--- config.mk ---
export PLATFORM = sky130hd
export DESIGN_NAME = unmask_sequencer
export DESIGN_NICKNAME = d
export VERILOG_FILES = /design/src/rtl/unmask_sequencer_pkg.sv /design/src/rtl/unmask_sequencer_reduce_xor.sv /design/src/rtl/unmask_sequencer.sv
export SDC_FILE = /design/constraint.sdc
export NUM_CORES = 1
export LEC_CHECK = 0
export CORE_MARGIN = 4
export CORE_UTILIZATION = 41
export CTS_BUF_LIST = sky130_fd_sc_hd__clkbuf_2 sky130_fd_sc_hd__clkbuf_4 sky130_fd_sc_hd__clkbuf_8
export CTS_CLUSTER_DIAMETER = 30
export DETAILED_ROUTE_END_ITERATION = 8
export SYNTH_ARGS = -nofsm -noshare
export SYNTH_HDL_FRONTEND = slang
export SYNTH_SLANG_ARGS = --single-unit
--- constraint.sdc ---
create_clock -name in_clock -period 4.7 [get_ports in_clock]
set_input_delay 0.705 -clock in_clock [delete_from_list [all_inputs] [get_ports in_clock]]
set_output_delay 0.705 -clock in_clock [all_outputs]
set_load 0.05 [all_outputs]
--- src/rtl/unmask_sequencer_pkg.sv ---
// Shared types for unmask_sequencer: the sequencer state encoding.
package unmask_sequencer_pkg;

  typedef enum logic [1:0] {
    COLLECT = 2'd0,
    REDUCE  = 2'd1,
    OUTPUT  = 2'd2
  } state_t;

endpackage

--- src/rtl/unmask_sequencer_reduce_xor.sv ---
// reduce_xor: combinational XOR of NUM_ELEMENTS equal-width elements.
module reduce_xor #(
  parameter int NUM_ELEMENTS  = 2,
  parameter int ELEMENT_WIDTH = 8
) (
  input  logic [NUM_ELEMENTS-1:0][ELEMENT_WIDTH-1:0] elements_i,
  output logic [ELEMENT_WIDTH-1:0]                   result_o
);

  always_comb begin
    result_o = '0;
    for (int i = 0; i < NUM_ELEMENTS; i++) begin
      result_o = result_o ^ elements_i[i];
    end
  end

endmodule

--- src/rtl/unmask_sequencer.sv ---
// Serially collects NUM_SHARES shares, recombines them in one registered XOR stage.
// Optional macro UNMASK_SEQUENCER_ZEROIZE_EN clears buffer and result after each output handshake.
module unmask_sequencer
  import unmask_sequencer_pkg::*;
#(
  parameter int NUM_SHARES    = 3,
  parameter int ELEMENT_WIDTH = 8
) (
  input  logic                     in_clock,
  input  logic                     in_reset,
  input  logic [ELEMENT_WIDTH-1:0] in_share,
  input  logic                     in_share_valid,
  output logic                     out_share_ready,
  output logic [ELEMENT_WIDTH-1:0] out_value,
  output logic                     out_value_valid,
  input  logic                     in_value_ready,
  output logic                     out_busy,
  output logic [1:0]               out_dbg_state
);

  localparam int CNT_W = $clog2(NUM_SHARES + 1);

  typedef logic [ELEMENT_WIDTH-1:0] element_t;
  typedef element_t [NUM_SHARES-1:0] share_array_t;

  // Handshakes: a share transfers when in_share_valid & out_share_ready at a rising
  // edge; the result transfers when out_value_valid & in_value_ready at a rising edge.
  // A holder of valid keeps its data stable until the transfer happens.

  state_t       state_q;
  logic [CNT_W-1:0] count_q;
  share_array_t buffer_q;
  element_t     value_q;
  logic         valid_q;
  logic         share_ready_q;
  element_t     reduced;

  reduce_xor #(
    .NUM_ELEMENTS  (NUM_SHARES),
    .ELEMENT_WIDTH (ELEMENT_WIDTH)
  ) u_reduce_xor (
    .elements_i (buffer_q),
    .result_o   (reduced)
  );

  always_ff @(posedge in_clock) begin
    if (in_reset) begin
      state_q       <= COLLECT;
      count_q       <= '0;
      buffer_q      <= '0;
      value_q       <= '0;
      valid_q       <= 1'b0;
      share_ready_q <= 1'b1;
    end else begin
      case (state_q)
        COLLECT: begin
          if (in_share_valid && share_ready_q) begin
            for (int i = 0; i < NUM_SHARES; i++) begin
              if (count_q == CNT_W'(i)) buffer_q[i] <= in_share;
            end
            if (count_q == CNT_W'(NUM_SHARES - 1)) begin
              count_q       <= '0;
              state_q       <= REDUCE;
              share_ready_q <= 1'b0;
            end else begin
              count_q <= count_q + CNT_W'(1);
            end
          end
        end
        REDUCE: begin
          // Shares meet only here, after the full set has been buffered.
          value_q <= reduced;
          valid_q <= 1'b1;
          state_q <= OUTPUT;
        end
        OUTPUT: begin
          if (in_value_ready) begin
            valid_q       <= 1'b0;
            share_ready_q <= 1'b1;
            state_q       <= COLLECT;
`ifdef UNMASK_SEQUENCER_ZEROIZE_EN
            buffer_q      <= '0;
            value_q       <= '0;
`endif
          end
        end
        default: begin
          state_q       <= COLLECT;
          count_q       <= '0;
          valid_q       <= 1'b0;
          share_ready_q <= 1'b1;
        end
      endcase
    end
  end

  assign out_share_ready = share_ready_q;
  assign out_value       = value_q;
  assign out_value_valid = valid_q;
  assign out_busy        = (state_q != COLLECT) || (count_q != '0);
  assign out_dbg_state   = state_q;

endmodule

---- Yosys cells after proc, flatten, opt, wreduce, memory -nomap -nowiden ----
Cells that the tools add are included.
word-level totals
  flip-flop bits (word level) ............. 38
  input port bits ......................... 12
  output and inout port bits .............. 13
cells by class
  add/sub/neg operators ................... 1
  eq/ne operators ......................... 7
  multiplexer cells ....................... 13
  bitwise gates (word level) .............. 5
  reductions and logical operators ........ 14
operators by type and width
  cell                 number
  $xor 8x8->8          2
  $reduce_and 3->1     4
  $mux 2               5
  $ne 2x2->1 const B   3
  $pmux 1 s3           2
  $pmux 2 s3           1
  $eq 2x1->1 const B   2
  $eq 2x2->1 const B   2
  $logic_not 2->1      2
  $mux 1               4
  $pmux 2 s2           1
  $reduce_and 2->1     2
  $reduce_and 4->1     1
  $reduce_bool 2->1    2
  $not 1->1            3
  $add 2x1->2 const B  1
  $reduce_or 2->1      1
  $logic_and 1x1->1    1
  $logic_or 1x1->1     1

---- Depth between registers and ports, before layout ----
  depth after elaboration ................. 4
  depth in mapped cells ................... 6

---- Hierarchy ----
A second synthesis with hierarchy kept.
unflattened totals
  cells, all modules ...................... 189
  area, all modules ....................... 1821.7 µm²
modules (own cells, without submodules)
  module            instances  cells an instance  area an instance (µm²)
  unmask_sequencer  1          181                1631.6
  reduce_xor        1          8                  190.2

---- Worst setup path after synthesis ----
Ideal clock, no wire load.
  kind .................................... flip-flop to output port
  from .................................... register state_q[0] (netlist: out_dbg_state[0])
  to ...................................... output out_busy
  arrival time ............................ 1527 ps
  required time ........................... 3995 ps
  slack ................................... 2468 ps
  stages on the path, launching flop included .. 5
  buffers on the path ..................... 0
  path through ............................ dfxtp_1 inv_1 ha_1 inv_1 or3_1
between the ends
  longest elaborated chain between the ends .. 2
RTL lines
  what                      RTL line                 text
  start: declaration        unmask_sequencer.sv:30   state_t state_q;
  start signal: assignment  unmask_sequencer.sv:48   state_q <= COLLECT;
  start signal: assignment  unmask_sequencer.sv:63   state_q <= REDUCE;
  start signal: assignment  unmask_sequencer.sv:74   state_q <= OUTPUT;
  $reduce_bool 2->1         unmask_sequencer.sv:100  assign out_busy = (state_q != COLLECT) || (count_q != '0);
  $logic_or 1x1->1          unmask_sequencer.sv:100
  end: declaration          unmask_sequencer.sv:17   output logic out_busy,
No other way between the ends.

---- Worst setup path after layout ----
  from .................................... register state_q[1] (netlist: out_dbg_state[1])
  to ...................................... output out_busy
Same word-level chain as after synthesis.

==> results by group <==
Yosys
  • Area share of the leading cell type in the synthesized netlist: 44.4%
  • Leading register cell type out of synthesis: dfxtp_1
  • Syn nets: 214
  • #FFs+latches synth: 38
  • Count leader, synth: dfxtp_1
  • Syn Area/Cell: 8.69 um2
  • FFs w/ async S/R, synth: 0%
  • EDFF count, synth: 0
  • Synthesized area: 0.00171 mm2
  • Post-synth top cells: dfxtp_1, a21oi_1, o21ai_0
  • Yosys top cell by area: dfxtp_1
  • Seq/Total Area, Yosys: 44.4%
  • Netlist cell types: 28
  • Synth warn: 0
  • Post-Synthesis Cells: 197
  • Synth top area cells: dfxtp_1, a21oi_1, o21ai_0, nand3_1, nand2b_1

Worst hold path
  • Hold Crit Class: reg -> reg
  • Cell depth of the worst min-delay path: 2
  • Hold Startpoint: out_value_valid
  • WHS Endpoint: out_value_valid

Worst setup path
  • Worst R2R Setup Slack: 2870 ps
  • Endpoint of the worst register-to-register path: out_share_ready
  • Crit start category: flip-flop
  • Crit path max-delay family: buffers and inverters
  • Slowest-stage cell, CP: clkdlybuf4s50_1
  • Critical Path Fanout Max: 4
  • Critical path cell sequence: inv_1 > ha_1 > inv_1 > or3_1 > clkdlybuf4s50_1
  • CP Capture Type: output pin
  • Crit Path Class: reg -> out
  • R2r worst-path depth: 5
  • WP data arrival: 2030 ps
  • Critical path data required time: 3990 ps
  • CP peak stage delay: 710 ps
  • Reg2reg start: out_dbg_state[0]
  • CP most frequent cell: inv_1
  • CP bufs+invs: 3

Run status
  • Outcome: finished clean

Global routing
  • Total gr overflow: 0
  • GR Util All Layers: 16.1%
  • Largest net degree at the start of global routing: 23
  • Global-route wire length before repair: 6.64 mm
  • Vias in the first global route: 1,420
  • Initial antenna violation count: 0

Routing
  • Routed Antenna Nets: 0
  • Drt total wl: 4.03 mm
  • Vias per cell: 5.61
  • Avg WL per Cell: 15.1 um
  • Met3 Wirelength: 244 um
  • DRC: 0
  • Metal-1 WL: 1.79 mm
  • Met2 Routed Length: 1.94 mm
  • DR top layer: met4
  • Drt pass-1 iters: 4
  • DR vias: 1,492
  • Detailed Route Iter0 Violations: 94

Clock tree
  • # Post-CTS Setup Buffers: 0
  • Post-CTS resize count: 0
  • CTS tree: built
  • Clock sink total: 38
  • CTS clock-pin slew for the worst setup and hold paths: 70 ps
  • Num CTS Buffers: 5
  • Root buffer cell: clkbuf_8
  • # H-tree levels: 2
  • CTS max path bufs: 2
  • Worst-Skew Late Latency: 290 ps
  • Cts hold-fix bufs: 0

STA
  • Fin crit share: 58.3%
  • Slew @ Worst Pin: 743 ps
  • RSZ-0062 raised after global routing: false
  • Slew Viols, Final: 0
  • Final setup violating endpoints: 0
  • Max Freq: 365 MHz
  • Relative max-transition margin: 50.3%
  • Endpoints failing hold: 0
  • Clock skew: 6.59 ps
  • Final min period: 2740 ps
  • Setup TNS: 0 ps
  • Final hold slack: 478 ps

Power and ir drop
  • Power Density: 463 mW/mm2
  • Max VDD drop: 0.000260 V
  • Seq pwr share: 40.6%
  • Clock Power Share: 29.2%
  • Switch Pwr: 333 uW
  • Combinational power share: 30.2%
  • Power Internal: 631 uW
  • Switching share of power: 34.6%
  • P_leak: 0.729 nW

Run
  • Max-cap violations: 0

Place
  • RD Place Congestion: 0.790
  • HPWL after DPL: 2.75 mm
  • Number of I/O port buffers: 24

Layout
  • Number of fillers in the final layout: 391
  • Antenna fix cells: 0
  • Synthesis-to-layout area growth: 21.7%
  • Share of cells above drive strength 1: 3.70%
  • # nets final: 233

Die
  • Die W: 72.6 um
  • Die Footprint: 0.00528 mm2
  • Starting Density: 42.5%
  • IO Pins: 25
  • Die Ht: 72.6 um
  • Core area: 0.00403 mm2
  • Num rows: 23
==> cell usage in the layout (no fill, tap or decap), drive strengths merged <==
master,netlist,routed
buf,4,1
clkdlybuf4s50,0,24
xor2,8,8
and2,1,1
a2111oi,1,1
nor2b,2,2
and4b,1,1
nor2,2,2
a211oi,1,1
or2b,1,1
inv,4,4
nand3b,2,2
bufinv,0,1
a21boi,1,1
o21ai,27,27
and3b,1,1
or3,1,1
mux2i,3,3
ha,5,5
or4,2,2
a21oi,27,27
nand4b,1,1
nand2,1,1
clkbuf,9,6
nand2b,14,14
dfxtp,38,38
xnor2,8,8
o22ai,8,8
nand3,24,24
==> kinds of logic (layout without fill, tap and decap cells) <==
family | Yosys count | in the layout | share of synthesized area (%)
flops | 38 | 38 | 44.4
compound gates | 65 | 65 | 20.1
mux | 3 | 3 | 1.75
buf+inv | 17 | 36 | 3.87
simple gates | 53 | 53 | 18.0
xor+xnor | 16 | 16 | 8.18
fa+ha+maj | 5 | 5 | 3.65
==> worst reg2reg max path: stages, from the launching register on <==
cell,delay (ps)
dfxtp_1,410
inv_1,110
ha_1,230
a21boi_1,180
a2111oi_0,600
mux2i_1,240
==> power by group through the flow <==
| stage | clock network [mW] | logic [mW] | registers, mW |
|---|---|---|---|
| 2_1_floorplan | 0 | 0.194 | 0.408 |
| 3_3_place_gp | 0 | 0.285 | 0.397 |
| 3_5_place_dp | 0 | 0.290 | 0.399 |
| 4_1_cts | 0.283 | 0.291 | 0.391 |
| 5_1_grt | 0.300 | 0.320 | 0.396 |
| 6_report | 0.282 | 0.292 | 0.391 |
==> registers in the layout (all words and copies together), names as in the netlist <==
signal and flops:
out_value_valid 1, out_dbg_state 2, out_share_ready 1, out_value 8, buffer_q 24, count_q 2
==> stage by stage <==
step | worst slack [ps] | power [mW] | cell area (um2) | utilization (%) | instances
2_1_floorplan | 2470 | 0.602 | 1710 | - | 197
6_report | 1960 | 0.965 | 2080 | 51.7 | 266
5_1_grt | 1820 | 1.02 | 2080 | 51.7 | 266
4_1_cts | 1950 | 0.965 | 2080 | 51.7 | 266
3_5_place_dp | 2130 | 0.689 | 1970 | 48.9 | 259
3_3_place_gp | 2190 | 0.682 | 1970 | 48.9 | 259
==> how the worst max path moves through the flow <==
stage | to | depth (start not counted) | from | slack, ps
floorplan | out_busy | 4 | out_dbg_state[0] | 2470
global placement | out_value[1] | 4 | in_reset | 2190
detailed placement | out_value[3] | 4 | in_reset | 2130
CTS | out_busy | 5 | out_dbg_state[0] | 1950
global route | out_busy | 5 | out_dbg_state[0] | 1820
finish | out_busy | 5 | out_dbg_state[1] | 1960
==> cell type report <==
| type | count | area (um2) | share of cell area (%) |
|---|---|---|---|
| clock buffer | 6 | 82.6 | 3.96 |
| clock inverter | 1 | 30.0 | 1.44 |
| inverter | 4 | 15.0 | 0.720 |
| multi-input combinational | 142 | 886 | 42.5 |
| sequential | 38 | 761 | 36.5 |
| tap | 50 | 62.6 | 3.00 |
| timing repair buffer | 25 | 248 | 11.9 |
==> layer usage <==
metal  track usage, %  vias up
met3             3.31        8
met2             27.2       51
met5                0        -
li1                 -      730
met4             4.92        0
met1             20.7      703
No activity file was read; power rests on OpenSTA's default activity.
